--- src/rtl/issue_scoreboard_if.sv ---
// Decode/execute/writeback signal bundle for the issue scoreboard.
// The master drives decode, execute-ready and writeback; the slave is the scoreboard.
interface issue_scoreboard_if #(
   parameter int NUM_REGS = 32
);
   logic                id_valid;
   logic                id_ready;
   logic [4:0]          rs1_addr;
   logic [4:0]          rs2_addr;
   logic [4:0]          rd_addr;
   logic                r_type;
   logic                i_type;
   logic                s_type;
   logic                b_type;
   logic                u_type;
   logic                j_type;
   logic                fence_req;
   logic                ex_ready;
   logic                issue_valid;
   logic                wb_valid;
   logic [4:0]          wb_rd;
   logic                kill_valid;
   logic [4:0]          kill_rd;
   logic                fence_done;
   logic [NUM_REGS-1:0] pending;
   logic [3:0]          inflight_cnt;
   logic [31:0]         stall_cycles;
   logic                sb_err;

   modport master (
      output id_valid, rs1_addr, rs2_addr, rd_addr,
             r_type, i_type, s_type, b_type, u_type, j_type,
             fence_req, ex_ready, wb_valid, wb_rd, kill_valid, kill_rd,
      input  id_ready, issue_valid, fence_done, pending, inflight_cnt,
             stall_cycles, sb_err
   );

   modport slave (
      input  id_valid, rs1_addr, rs2_addr, rd_addr,
             r_type, i_type, s_type, b_type, u_type, j_type,
             fence_req, ex_ready, wb_valid, wb_rd, kill_valid, kill_rd,
      output id_ready, issue_valid, fence_done, pending, inflight_cnt,
             stall_cycles, sb_err
   );
endinterface

--- src/rtl/issue_scoreboard.sv ---
// Issue controller: per-register pending-write tracking, RAW/WAW hold, in-flight cap
// and fence draining in front of the execute stage.
module issue_scoreboard #(
   parameter int NUM_REGS     = 32,
   parameter int MAX_INFLIGHT = 4,
   parameter bit BYPASS_WB    = 1'b1
) (
   input logic               clk,
   input logic               rst_n,
   issue_scoreboard_if.slave sb
);
   typedef enum logic [1:0] {ST_RUN, ST_DRAIN, ST_DONE} state_t;

   state_t              state_reg, state_next;
   logic [NUM_REGS-1:0] pending_reg, pending_next, clr_vec;
   logic [3:0]          cnt_reg, cnt_next;
   logic [31:0]         stall_reg;
   logic                err_reg, err_next;
   logic                use_rs1, use_rs2, wr_rd;
   logic                busy_rs1, busy_rs2, busy_rd;
   logic                hazard, full, issue_valid, issue_fire;
   logic                wb_live, kill_live, wb_hit, kill_hit, dup_clr, underflow;
   logic [1:0]          n_clr;
   logic [4:0]          cnt_sum;

   generate
      for (genvar gi = 0; gi < NUM_REGS; gi++) begin : g_clr
         assign clr_vec[gi] = (sb.wb_valid && sb.wb_rd == 5'(gi)) ||
                              (sb.kill_valid && sb.kill_rd == 5'(gi));
      end
   endgenerate

   assign use_rs1 = sb.r_type | sb.i_type | sb.s_type | sb.b_type;
   assign use_rs2 = sb.r_type | sb.s_type | sb.b_type;
   assign wr_rd   = (sb.r_type | sb.i_type | sb.u_type | sb.j_type) && (sb.rd_addr != 5'd0);

   // x0 is never pending, so a zero address can never report busy
   assign busy_rs1 = pending_reg[sb.rs1_addr] && !(BYPASS_WB && clr_vec[sb.rs1_addr]);
   assign busy_rs2 = pending_reg[sb.rs2_addr] && !(BYPASS_WB && clr_vec[sb.rs2_addr]);
   assign busy_rd  = pending_reg[sb.rd_addr]  && !(BYPASS_WB && clr_vec[sb.rd_addr]);

   assign hazard      = (use_rs1 && busy_rs1) || (use_rs2 && busy_rs2) || (wr_rd && busy_rd);
   assign full        = wr_rd && (cnt_reg == 4'(MAX_INFLIGHT));
   assign issue_valid = sb.id_valid && (state_reg == ST_RUN) && !hazard && !full;
   assign issue_fire  = issue_valid && sb.ex_ready;

   assign wb_live   = sb.wb_valid && (sb.wb_rd != 5'd0);
   assign kill_live = sb.kill_valid && (sb.kill_rd != 5'd0);
   assign wb_hit    = wb_live && pending_reg[sb.wb_rd];
   assign kill_hit  = kill_live && pending_reg[sb.kill_rd];
   assign dup_clr   = wb_live && kill_live && (sb.wb_rd == sb.kill_rd);
   assign n_clr     = dup_clr ? {1'b0, wb_hit} : ({1'b0, wb_hit} + {1'b0, kill_hit});
   assign cnt_sum   = {1'b0, cnt_reg} + {4'd0, issue_fire && wr_rd};
   assign underflow = cnt_sum < {3'd0, n_clr};

   always_comb begin
      pending_next = pending_reg & ~clr_vec;
      // a new write to rd outranks a retiring write to the same rd
      if (issue_fire && wr_rd) pending_next[sb.rd_addr] = 1'b1;
      pending_next[0] = 1'b0;
      cnt_next = underflow ? 4'd0 : 4'(cnt_sum - {3'd0, n_clr});
      err_next = err_reg | (wb_live && !wb_hit) | (kill_live && !kill_hit) | dup_clr | underflow;
   end

   always_comb begin
      state_next = state_reg;
      case (state_reg)
         ST_RUN:   if (sb.fence_req && !issue_fire) state_next = ST_DRAIN;
         ST_DRAIN: if (cnt_next == 4'd0 && pending_next == '0) state_next = ST_DONE;
         ST_DONE:  state_next = ST_RUN;
         default:  state_next = ST_RUN;
      endcase
   end

   always_ff @(posedge clk or negedge rst_n) begin
      if (!rst_n) begin
         state_reg   <= ST_RUN;
         pending_reg <= '0;
         cnt_reg     <= 4'd0;
         stall_reg   <= 32'd0;
         err_reg     <= 1'b0;
      end else begin
         state_reg   <= state_next;
         pending_reg <= pending_next;
         cnt_reg     <= cnt_next;
         err_reg     <= err_next;
         if (sb.id_valid && !issue_fire && stall_reg != 32'hFFFF_FFFF)
            stall_reg <= stall_reg + 32'd1;
      end
   end

   assign sb.issue_valid  = issue_valid;
   assign sb.id_ready     = issue_fire;
   assign sb.fence_done   = (state_reg == ST_DONE);
   assign sb.pending      = pending_reg;
   assign sb.inflight_cnt = cnt_reg;
   assign sb.stall_cycles = stall_reg;
   assign sb.sb_err       = err_reg;
endmodule

--- src/flat_wrapper.sv ---
// flat-port wrapper written by rule: the top's interface ports become plain ports
module issue_scoreboard_flat 
#(
   parameter int NUM_REGS     = 32,
   parameter int MAX_INFLIGHT = 4,
   parameter bit BYPASS_WB    = 1'b1
)
  (clk, rst_n, sb_id_valid, sb_rs1_addr, sb_rs2_addr, sb_rd_addr, sb_r_type, sb_i_type, sb_s_type, sb_b_type, sb_u_type, sb_j_type, sb_fence_req, sb_ex_ready, sb_wb_valid, sb_wb_rd, sb_kill_valid, sb_kill_rd, sb_id_ready, sb_issue_valid, sb_fence_done, sb_pending, sb_inflight_cnt, sb_stall_cycles, sb_sb_err);
  issue_scoreboard_if #(.NUM_REGS(NUM_REGS)) sb_i ();
  input logic clk;
  input logic rst_n;
  input wire logic [$bits(sb_i.id_valid)-1:0] sb_id_valid;
  input wire logic [$bits(sb_i.rs1_addr)-1:0] sb_rs1_addr;
  input wire logic [$bits(sb_i.rs2_addr)-1:0] sb_rs2_addr;
  input wire logic [$bits(sb_i.rd_addr)-1:0] sb_rd_addr;
  input wire logic [$bits(sb_i.r_type)-1:0] sb_r_type;
  input wire logic [$bits(sb_i.i_type)-1:0] sb_i_type;
  input wire logic [$bits(sb_i.s_type)-1:0] sb_s_type;
  input wire logic [$bits(sb_i.b_type)-1:0] sb_b_type;
  input wire logic [$bits(sb_i.u_type)-1:0] sb_u_type;
  input wire logic [$bits(sb_i.j_type)-1:0] sb_j_type;
  input wire logic [$bits(sb_i.fence_req)-1:0] sb_fence_req;
  input wire logic [$bits(sb_i.ex_ready)-1:0] sb_ex_ready;
  input wire logic [$bits(sb_i.wb_valid)-1:0] sb_wb_valid;
  input wire logic [$bits(sb_i.wb_rd)-1:0] sb_wb_rd;
  input wire logic [$bits(sb_i.kill_valid)-1:0] sb_kill_valid;
  input wire logic [$bits(sb_i.kill_rd)-1:0] sb_kill_rd;
  output wire logic [$bits(sb_i.id_ready)-1:0] sb_id_ready;
  output wire logic [$bits(sb_i.issue_valid)-1:0] sb_issue_valid;
  output wire logic [$bits(sb_i.fence_done)-1:0] sb_fence_done;
  output wire logic [$bits(sb_i.pending)-1:0] sb_pending;
  output wire logic [$bits(sb_i.inflight_cnt)-1:0] sb_inflight_cnt;
  output wire logic [$bits(sb_i.stall_cycles)-1:0] sb_stall_cycles;
  output wire logic [$bits(sb_i.sb_err)-1:0] sb_sb_err;
  assign sb_i.id_valid = sb_id_valid;
  assign sb_i.rs1_addr = sb_rs1_addr;
  assign sb_i.rs2_addr = sb_rs2_addr;
  assign sb_i.rd_addr = sb_rd_addr;
  assign sb_i.r_type = sb_r_type;
  assign sb_i.i_type = sb_i_type;
  assign sb_i.s_type = sb_s_type;
  assign sb_i.b_type = sb_b_type;
  assign sb_i.u_type = sb_u_type;
  assign sb_i.j_type = sb_j_type;
  assign sb_i.fence_req = sb_fence_req;
  assign sb_i.ex_ready = sb_ex_ready;
  assign sb_i.wb_valid = sb_wb_valid;
  assign sb_i.wb_rd = sb_wb_rd;
  assign sb_i.kill_valid = sb_kill_valid;
  assign sb_i.kill_rd = sb_kill_rd;
  assign sb_id_ready = sb_i.id_ready;
  assign sb_issue_valid = sb_i.issue_valid;
  assign sb_fence_done = sb_i.fence_done;
  assign sb_pending = sb_i.pending;
  assign sb_inflight_cnt = sb_i.inflight_cnt;
  assign sb_stall_cycles = sb_i.stall_cycles;
  assign sb_sb_err = sb_i.sb_err;
  issue_scoreboard #(.NUM_REGS(NUM_REGS), .MAX_INFLIGHT(MAX_INFLIGHT), .BYPASS_WB(BYPASS_WB)) u_core (.clk(clk), .rst_n(rst_n), .sb(sb_i));
endmodule
--- config.mk ---
export PLATFORM = sky130hd
export DESIGN_NAME = issue_scoreboard_flat
export DESIGN_NICKNAME = d
export VERILOG_FILES = /design/src/rtl/issue_scoreboard_if.sv /design/src/rtl/issue_scoreboard.sv /design/src/flat_wrapper.sv
export SDC_FILE = /design/constraint.sdc
export NUM_CORES = 1
export LEC_CHECK = 0
export CAP_MARGIN = 40
export CORE_UTILIZATION = 55
export DETAILED_ROUTE_END_ITERATION = 10
export DONT_BUFFER_PORTS = 1
export MAX_ROUTING_LAYER = met4
export PLACE_DENSITY_LB_ADDON = 0.1
export SETUP_SLACK_MARGIN = 0.1
export SLEW_MARGIN = 25
export SYNTH_ARGS = -nofsm -noshare
export SYNTH_HDL_FRONTEND = slang
export SYNTH_SLANG_ARGS = --single-unit
--- constraint.sdc ---
create_clock -name clk -period 7.8 [get_ports clk]
set_input_delay 1.56 -clock clk [delete_from_list [all_inputs] [get_ports clk]]
set_output_delay 1.56 -clock clk [all_outputs]
set_load 0.005 [all_outputs]
Word level (Yosys, flattened, before mapping)
Index checks and enable logic that the tools add are counted.
{"block": "word_totals", "reg_bits": 70, "input_bits": 38, "elab_cells": 264}
{"block": "op_classes", "add_sub_neg": 4, "n_lt_le_gt_ge": 7, "n_eq_ne": 69, "muxes": 24, "bitwise": 14, "reduce_logical": 141}
{"operator": "$eq A5 B5 Y1 const B", "n": 32}
{"operator": "$logic_and A1 B1 Y1", "n": 90}
{"operator": "$eq A5 B4 Y1 const B", "n": 16}
{"operator": "$bmux W1 S5", "n": 8}
{"operator": "$eq A5 B3 Y1 const B", "n": 8}
{"operator": "$logic_or A1 B1 Y1", "n": 34}
{"operator": "$add A32 B1 Y32 const B", "n": 1}
{"operator": "$and A32 B32 Y32", "n": 1}
{"operator": "$logic_not A32 Y1", "n": 1}
{"operator": "$mux W32", "n": 1}
{"operator": "$ne A32 B32 Y1 const B", "n": 1}
{"operator": "$not A32 Y32", "n": 1}
{"operator": "$or A32 B32 Y32", "n": 1}
{"operator": "$lt A5 B6 Y1 const B", "n": 5}
{"operator": "$eq A5 B2 Y1 const B", "n": 4}
{"operator": "$reduce_bool A5 Y1", "n": 3}
{"operator": "$or A1 B1 Y1", "n": 11}
{"operator": "$eq A5 B1 Y1 const B", "n": 2}
{"operator": "$logic_not A5 Y1", "n": 2}
{"operator": "$mux W1", "n": 9}
{"operator": "$logic_not A1 Y1", "n": 8}
{"operator": "$mux W2", "n": 3}
{"operator": "$add A4 B1 Y5", "n": 1}
{"operator": "$demux W1 S5", "n": 1}
{"operator": "other kinds (15)", "n": 15}

Longest topological paths before layout
Gate-level depths: netlist of run 1.
{"block": "logic_depth", "ltp_word": 22, "depth_mapped": 25}

Least setup slack after synthesis of run 1
No wires, ideal clock.
{"block": "synth_timing", "path_type": "input port to flip-flop", "startpoint": "in sb_rs2_addr[0]", "endpoint": "reg u_core.state_reg[1]", "setup_ns": 0.073, "t_arrival_ns": 5.795, "required_time_ns": 7.727, "path_slack_ns": 1.932, "cell_stages": 23, "path_buffers": 3, "cell_sequence": "buf_2 > buf_2 > mux4_2 > a22oi_1 > o31ai_1 > o2111ai_1 > nor4_1 > or4_4 > nor2_4 > nand3_2 > buf_2 > inv_1 > ha_1 > ha_1 > ha_1 > nor2b_1 > nor3_1 > and2_1 > nor2_1 > nor4_1 > and3_1 > and3_1 > nor2b_1"}
{"block": "synth_via", "elab_chain_len": 19}
{"item": "start, declared", "line_no": "flat_wrapper.sv:14", "text": "input wire logic [$bits(sb_i.rs2_addr)-1:0] sb_rs2_addr;"}
{"item": "$bmux W1 S5", "line_no": "issue_scoreboard.sv:39", "text": "assign busy_rs2 = pending_reg[sb.rs2_addr] && !(BYPASS_WB && clr_vec[sb.rs2_addr]);"}
{"item": "$mux W1 (not written as such)", "line_no": "issue_scoreboard.sv:39"}
{"item": "$logic_not A1 Y1", "line_no": "issue_scoreboard.sv:39"}
{"item": "$logic_and A1 B1 Y1 (*)", "line_no": "issue_scoreboard.sv:39"}
{"item": "$logic_and A1 B1 Y1 (*)", "line_no": "issue_scoreboard.sv:42", "text": "assign hazard = (use_rs1 && busy_rs1) || (use_rs2 && busy_rs2) || (wr_rd && busy_rd);"}
{"item": "$logic_or A1 B1 Y1 (*) (2 in a row)", "line_no": "issue_scoreboard.sv:42"}
{"item": "$logic_not A1 Y1 (*)", "line_no": "issue_scoreboard.sv:44", "text": "assign issue_valid = sb.id_valid && (state_reg == ST_RUN) && !hazard && !full;"}
{"item": "$logic_and A1 B1 Y1 (*) (2 in a row)", "line_no": "issue_scoreboard.sv:44"}
{"item": "net sb_issue_valid", "line_no": "flat_wrapper.sv:29", "text": "output wire logic [$bits(sb_i.issue_valid)-1:0] sb_issue_valid;"}
{"item": "(+2 left out)"}
{"item": "$add A4 B1 Y5 (*)", "line_no": "issue_scoreboard.sv:53", "text": "assign cnt_sum = {1'b0, cnt_reg} + {4'd0, issue_fire && wr_rd};"}
{"item": "$sub A4 B2 Y4 or $lt A5 B2 Y1 (tied branches)", "line_no": "issue_scoreboard.sv:61, issue_scoreboard.sv:54"}
{"item": "$mux W4 (*)", "line_no": "issue_scoreboard.sv:61", "text": "cnt_next = underflow ? 4'd0 : 4'(cnt_sum - {3'd0, n_clr});"}
{"item": "net u_core.cnt_next[1]", "line_no": "issue_scoreboard.sv:16", "text": "logic [3:0] cnt_reg, cnt_next;"}
{"item": "$logic_not A4 Y1 (*)", "line_no": "issue_scoreboard.sv:69", "text": "ST_DRAIN: if (cnt_next == 4'd0 && pending_next == '0) state_next = ST_DONE;"}
{"item": "$logic_and A1 B1 Y1 (*)", "line_no": "issue_scoreboard.sv:69"}
{"item": "$ne A2 B1 Y1 (no source line) (*)"}
{"item": "$reduce_and A2 Y1 (no source line) (*)"}
{"item": "end signal, assigned", "line_no": "issue_scoreboard.sv:83", "text": "state_reg <= state_next;"}
{"item": "end, declared", "line_no": "issue_scoreboard.sv:14", "text": "state_t state_reg, state_next;"}
The timed path passes the listed nets; every way through them passes the cells marked *. The select of a mux whose other input is x is not followed.
A chain may end at the register's enable or synchronous reset.

Worst setup path after layout of run 1
{"block": "layout_timing", "startpoint": "in sb_wb_rd[3]", "endpoint": "reg u_core.state_reg[1]"}
{"block": "layout_via", "elab_chain_len": 22}
{"item": "start, declared", "line_no": "flat_wrapper.sv:25", "text": "input wire logic [$bits(sb_i.wb_rd)-1:0] sb_wb_rd;"}
{"item": "$eq A5 B1 Y1 (tied with other cells)", "line_no": "issue_scoreboard.sv:28", "text": "assign clr_vec[gi] = (sb.wb_valid && sb.wb_rd == 5'(gi)) ||"}
{"item": "$logic_and A1 B1 Y1", "line_no": "issue_scoreboard.sv:28"}
{"item": "$logic_or A1 B1 Y1", "line_no": "issue_scoreboard.sv:28"}
{"item": "$bmux W1 S5, on equally long branches", "line_no": "issue_scoreboard.sv:38, issue_scoreboard.sv:39"}
{"item": "$mux W1, on equally long branches", "line_no": "issue_scoreboard.sv:38, issue_scoreboard.sv:39"}
{"item": "$logic_not A1 Y1, on equally long branches", "line_no": "issue_scoreboard.sv:38, issue_scoreboard.sv:39"}
{"item": "$logic_and A1 B1 Y1, on equally long branches", "line_no": "issue_scoreboard.sv:38, issue_scoreboard.sv:39"}
{"item": "$logic_and A1 B1 Y1", "line_no": "issue_scoreboard.sv:42"}
{"item": "(+5 left out)"}
{"item": "net sb_issue_valid", "line_no": "flat_wrapper.sv:29"}
{"item": "(+2 left out)"}
{"item": "$add A4 B1 Y5 (*)", "line_no": "issue_scoreboard.sv:53"}
{"item": "$sub A4 B2 Y4 or $lt A5 B2 Y1 (tied branches)", "line_no": "issue_scoreboard.sv:61, issue_scoreboard.sv:54"}
{"item": "$mux W4 (*)", "line_no": "issue_scoreboard.sv:61"}
{"item": "net u_core.cnt_next[3]", "line_no": "issue_scoreboard.sv:16"}
{"item": "$logic_not A4 Y1 (*)", "line_no": "issue_scoreboard.sv:69"}
{"item": "$logic_and A1 B1 Y1 (*)", "line_no": "issue_scoreboard.sv:69"}
{"item": "$ne A2 B1 Y1 (no source line) (*)"}
{"item": "$reduce_and A2 Y1 (no source line) (*)"}
Marked as above.

==> results by group, run 1 <==
Clocking
  – H-tree depth: 3
  – TritonCTS clock tree: yes
  – Clock latency on the worst-skew pair: 0.34 ns
  – Clk root buf: clkbuf_16
  – Clock buffer count from CTS: 9
  – Setup bufs post-CTS: 0
  – Resize count post-CTS: 0
  – # clock sinks: 70
  – Clock transition at path regs: 0.06 ns
  – # hold bufs at CTS: 0
  – CTS max path bufs: 2

Placed design
  – Post-DP HPWL: 18,010 µm
  – GP Congestion: 1.069
  – Inst Count DP: 809
  – Placed Area: 6352 µm²
  – Port Buf Inserts: 0

Critical path
  – R2R Setup Slk: 2.47 ns
  – Crit path buffers/inverters: 1
  – Critical-path maximum fanout: 12
  – FF-to-FF Start: u_core.sb.pending[31]
  – Worst setup path startpoint: sb_wb_rd[3]
  – Critical path arrival: 6.75 ns
  – Crit path cell chain: and4bb_1 > a22oi_1 > mux2_2 > o32ai_1 > nor4_1 > or4_4 > nor2_4 > nand3_2 > inv_1 > ha_1 > ha_1 > ha_1 > nor2b_1 > nor3_1 > nor2_1 > o21ai_0 > o21ai_0 > nor4_1 > and3_1 > and3_1 > nor2b_1
  – Most frequent CP cell: ha_1
  – Slowest cell on the critical path: nor4_1
  – Critical Path RT: 8.07 ns
  – CP Class: primary input to flip-flop
  – Critical Path End: u_core.state_reg[1]
  – Worst R2R End: u_core.state_reg[1]
  – Critical Path Start Type: primary input
  – Critical Path Sink Type: flip-flop
  – WP depth: 21
  – CP peak stage delay: 0.73 ns
  – Delay-heaviest family, CP: simple AND/OR/NAND/NOR gates
  – R2R cell count: 21

Floorplan
  – I/O pin count: 110
  – Starting Density: 56.26%
  – Core Rows: 39
  – Die ar.: 12,060 µm²
  – Horiz. Die Dim: 109.8 µm
  – Core ar.: 11,370 µm²
  – Die height: 109.8 µm

Routing
  – Per-cell routed wire length: 29.71 µm
  – Vias per inst: 7.646
  – WL final: 24,540 µm
  – Initial DRC Count: 976
  – Via count: 6,316
  – DR pass1 iterations: 7
  – DRC viols: 0
  – Routed Antenna Nets: 0

Hold path
  – Hold Crit Class: flip-flop to flip-flop

Pwr
  – Register share of total power: 41.8%
  – Power per cell area: 195.4 nW/µm²
  – Max VDD drop: 0.1764 mV
  – Gate power share: 24.6%
  – Sw frac: 35.01%
  – Clock Power Share: 33.6%
  – Sw power: 0.4564 mW
  – Cell Int Power: 0.8473 mW
  – Pleak: 2.498 nW

Synthesis
  – Cells after synthesis: 716
  – Synth unique cells: 77
  – Async set-reset flop share out of synthesis: 100.0%
  – FF+latch count, synth: 70
  – Post-synthesis average cell area: 8.933 µm²
  – Synth top area cells: dfrtp_1 27%, mux4_2 13%, nand2_1 5.2%
  – Syn nets: 761
  – Syn. warnings: 0
  – Seq/Total Area, Yosys: 27.39%
  – Top cells by count, synth: 89 x nand2_1, 70 x dfrtp_1, 43 x nor2_1
  – Number of synthesized flops with an enable pin: 0
  – Area leader, netlist: dfrtp_1
  – Main synth FF type: dfrtp_1
  – Synth top area share: 27.39%
  – Post-synthesis cell area: 6396 µm²
  – Count leader, synth: nand2_1

Global routing
  – Initial antenna violation count: 0
  – First-pass GRT wire length: 35,210 µm
  – Vias in the first global route: 5,721
  – Congestion Overflow GR: 0
  – Largest net degree at the start of global routing: 71
  – GRT Util Overall: 42.58%

STA
  – Slew Viols, Final: 0
  – Fin crit share: 83.03%
  – Unrepaired setup endpoints after global routing: no
  – Min cycle time layout: 6.476 ns
  – Slew headroom: 35.09%
  – Clock skew: 0.005797 ns
  – Fmax: 154.4 MHz
  – Post-Route Setup TNS: 0 ns
  – Setup Viol. Count Final: 0
  – Final hold viol count: 0
  – Tightest Pin Transition: 0.9737 ns

Run status
  – Status: completed

Run
  – Max_cap viols: 0

Finish
  – Antenna diodes: 0
  – Max reg flops: 32
  – Nets: 723
  – Synth-to-Final Area Change: 4.323%
  – Layout Cell Area excl Fill: 6673 µm²
  – Final std cells w/o fill: 826
  – Share of layout cells above drive strength 1: 11.71%
==> kinds of logic (layout without fill, tap and decap cells) <==
group	Yosys count	after routing	share of synthesized area, %
AOI/OAI and AO/OA	152	152	17.39
adders and majority gates	7	7	1.487
DFF	70	70	27.39
muxes	58	58	16.37
buffers and inverters	75	42	5.282
other	1	1	0.05863
and+or+nand+nor	313	313	26.55
xor gates and xnor gates	40	40	5.477
==> through the flow <==
step | setup slack, ns | hold slack [ns] | power [mW] | util, %
floorplan | 1.932 | 0.4409 | 0.7649 | -
global placement | 1.486 | 0.4615 | 0.8467 | 55.82
detailed placement | 1.277 | 0.4700 | 0.8539 | 55.87
CTS | 1.562 | 0.4833 | 1.290 | 58.64
global route | 1.161 | 0.5030 | 1.355 | 58.69
finish | 1.324 | 0.4837 | 1.304 | 58.69
==> worst reg2reg max path, cell delays in order, from the launching register on <==
cell and delay (ns):
dfrtp_1 0.66, mux4_2 0.34, nor2_1 0.04, o21ai_0 0.25, o221ai_1 0.15, or4b_1 0.55, o211ai_2 0.32, nor2_4 0.09
nand3_2 0.09, inv_1 0.05, ha_1 0.18, ha_1 0.30, ha_1 0.29, nor2b_1 0.13, nor3_1 0.30, nor2_1 0.11
o21ai_0 0.18, o21ai_0 0.14, nor4_1 0.55, and3_1 0.23, and3_1 0.18, nor2b_1 0.13
==> power by group through the flow <==
stage	registers (mW)	logic [mW]	clock network, mW
5_1_grt	0.552	0.347	0.455
6_report	0.545	0.320	0.438
2_1_floorplan	0.495	0.270	0
3_5_place_dp	0.544	0.309	0
4_1_cts	0.538	0.312	0.440
3_3_place_gp	0.542	0.305	0
==> final cells by class <==
| class | instances | area, µm² |
|---|---|---|
| Inverter | 21 | 78.83 |
| Tap cell | 143 | 178.9 |
| Fill cell | 988 | 4697 |
| Timing Repair Buffer | 5 | 35.03 |
| Sequential cell | 70 | 1752 |
| Clock buffer | 10 | 229.0 |
| Multi-Input combinational cell | 571 | 4313 |
| Clock inverter | 6 | 86.33 |
==> per-layer routing <==
layer / track usage [%] / share of wire, % / wire length (µm) / vias to the layer above
met2: 58.66 / 43 / 10470 / 487
met5: - / 0 / 0 / -
met1: 56.74 / 39 / 9468 / 3070
met4: 20.48 / 5.6 / 1367 / 0
met3: 12.74 / 13 / 3235 / 104
li1: - / - / - / 2655
==> how the worst min path moves through the flow <==
| stage | start | to | slack (ns) | cells past startpoint |
|---|---|---|---|---|
| after floorplan | u_core.state_reg[1] | u_core.state_reg[1] | 0.44 | 1 |
| after global placement | u_core.state_reg[1] | u_core.state_reg[1] | 0.46 | 1 |
| after detailed placement | u_core.state_reg[1] | u_core.state_reg[1] | 0.47 | 1 |
| after CTS | u_core.state_reg[1] | u_core.state_reg[1] | 0.48 | 1 |
| after global routing | u_core.state_reg[1] | u_core.state_reg[1] | 0.50 | 1 |
| final | u_core.state_reg[1] | u_core.state_reg[1] | 0.48 | 1 |
==> layout by cell type, fill, tap and decap left out, drive strengths merged, types with 16 or more instances in the layout <==
master / synthesis / layout
dfrtp: 70 / 70
inv: 20 / 20
mux2i: 18 / 18
mux4: 37 / 37
nand2: 89 / 89
nand2b: 16 / 16
nand3: 33 / 33
nor2: 44 / 44
nor2b: 19 / 19
nor3: 26 / 26
o21ai: 38 / 38
o22ai: 27 / 27
xor2: 30 / 30
(Power assumes the default switching activity.)
==> run 2: changes to the inputs <==
Clock period 7.8 ns to 6.36 ns, I/O delays scaled along.
==> results by group, run 2 (synthesis gave the netlist of run 1 again) <==
Run status
  – Status: completed

Critical path
  – CP Class: primary input to flip-flop
  – Critical Path Sink Type: flip-flop
  – R2R cell count: 21
  – R2R Setup Slk: 1.37 ns
  – Critical Path RT: 6.62 ns
  – Critical Path Start Type: primary input
  – Critical-path maximum fanout: 20
  – Worst R2R End: u_core.state_reg[1]
  – Critical path arrival: 5.94 ns
  – FF-to-FF Start: u_core.sb.pending[13]

STA
  – Clock skew: 0.005968 ns
  – Final worst slack: 0.6790 ns
  – Setup Viol. Count Final: 0
  – Tightest Pin Transition: 0.8752 ns
  – Post-Route Setup TNS: 0 ns
  – Unrepaired setup endpoints after global routing: no
  – Slew headroom: 41.44%
  – Fin crit share: 89.32%
  – Fmax: 176.0 MHz
  – Min cycle time layout: 5.681 ns
  – Final hold viol count: 0
  – Slew Viols, Final: 0

Floorplan
  – Die ar.: 12,060 µm²
  – Die height: 109.8 µm
  – I/O pin count: 110
  – Core Rows: 39
  – Core ar.: 11,370 µm²
  – Horiz. Die Dim: 109.8 µm
  – Starting Density: 56.26%

Pwr
  – Power per cell area: 234.8 nW/µm²
  – Cell Int Power: 1.015 mW
  – Max VDD drop: 0.2695 mV
  – Clock Power Share: 32.1%
  – Sw frac: 35.39%
  – Register share of total power: 42.1%
  – Gate power share: 25.8%
  – Sw power: 0.5556 mW
  – Tot Pwr: 1.570 mW
  – Pleak: 2.511 nW

Clocking
  – # hold bufs at CTS: 0
  – Clock buffer count from CTS: 9
  – H-tree depth: 3
  – # clock sinks: 70
  – Clk root buf: clkbuf_16
  – Clock latency on the worst-skew pair: 0.33 ns
  – TritonCTS clock tree: yes
  – Resize count post-CTS: 0
  – CTS max path bufs: 2
  – Setup bufs post-CTS: 0
  – Clock transition at path regs: 0.05 ns

Placed design
  – Inst Count DP: 814
  – Pre-CTS setup slack: 0.4875 ns
  – GP Congestion: 1.120
  – Port Buf Inserts: 0
  – Post-DP HPWL: 18,470 µm

Routing
  – Routed Antenna Nets: 0
  – Per-cell routed wire length: 29.83 µm
  – DR pass1 iterations: 6
  – WL final: 24,790 µm
  – DRC viols: 0
  – Initial DRC Count: 1,012
  – Via count: 6,348
  – Vias per inst: 7.639

Hold path
  – End of the worst hold path: u_core.state_reg[1]
  – Hold Crit Class: flip-flop to flip-flop
  – Hold path start: u_core.state_reg[1]
  – Cells on Worst Hold Path: 1

Global routing
  – Initial antenna violation count: 0
  – GRT Util Overall: 43.27%
  – First-pass GRT wire length: 36,060 µm
  – Vias in the first global route: 5,816
  – Congestion Overflow GR: 0
  – Largest net degree at the start of global routing: 71

Finish
  – Nets: 727
  – Most common cell after layout, fill and taps aside: nand2_1
  – Synth-to-Final Area Change: 4.558%
  – Share of layout cells above drive strength 1: 12.08%
  – Max reg flops: 32
  – Final std cells w/o fill: 831
  – Most frequent cells in the layout: 89 x nand2_1, 70 x dfrtp_1, 43 x nor2_1, 37 x mux4_2, 35 x o21ai_0

Run
  – Max_cap viols: 0
[run 2: how the worst max path moves through the flow]
stage / end / slack (ns) / startpoint
after floorplan: u_core.state_reg[1] / 0.78 / sb_rs2_addr[0]
after global routing: u_core.state_reg[1] / 0.38 / sb_wb_rd[1]
after detailed placement: u_core.state_reg[1] / 0.49 / sb_wb_rd[1]
after CTS: u_core.state_reg[1] / 0.81 / sb_wb_rd[1]
after global placement: u_core.state_reg[1] / 0.60 / sb_wb_rd[1]
final: u_core.state_reg[1] / 0.68 / sb_wb_rd[1]
[run 2: area by class of cell]
class | count | area (µm²)
inverter | 21 | 78.83
tap | 143 | 178.9
timing repair buffer | 9 | 67.56
sequential | 70 | 1752
multi-input combinational | 571 | 4307
fill | 1010 | 4682
antenna | 1 | 2.502
clock inverter | 5 | 58.81
clock buffer | 11 | 242.7
[run 2: layer usage]
metal	GRT usage, %	up-vias	wire length, µm
met5	-	-	0
met4	20.38	0	1281
met1	57.47	3031	9612
met2	59.02	526	10460
li1	-	2676	-
met3	14.29	115	3440
[run 2: metrics by stage]
stage | instance area, µm² | hold WS, ns | utilization, %
4_1_cts | 6685 | 0.4966 | 58.80
3_5_place_dp | 6384 | 0.4807 | 56.15
3_3_place_gp | 6384 | 0.4797 | 56.15
6_report | 6688 | 0.4994 | 58.82
2_1_floorplan | 6396 | 0.4409 | -
5_1_grt | 6685 | 0.5190 | 58.80
[run 2: power groups by stage]
| stage | Clock [mW] | Combinational, mW | Sequential, mW |
|---|---|---|---|
| floorplan | 0 | 0.331 | 0.607 |
| global placement | 0 | 0.383 | 0.658 |
| detailed placement | 0 | 0.390 | 0.662 |
| CTS | 0.507 | 0.393 | 0.654 |
| global route | 0.527 | 0.437 | 0.670 |
| finish | 0.503 | 0.406 | 0.661 |
[run 2: critical path: stages]
cell	delay (ns)
nor4b_2	0.59
a22oi_1	0.32
o22a_1	0.31
o2111ai_1	0.09
nor4_1	0.10
or4_4	0.56
nor2_4	0.17
nand3_2	0.11
inv_1	0.07
ha_1	0.15
ha_1	0.24
ha_1	0.29
nor2b_1	0.13
nor3_1	0.30
nor2_1	0.11
o21ai_0	0.16
o21ai_0	0.14
nor4_1	0.30
and3_1	0.20
and3_1	0.18
nor2b_1	0.14
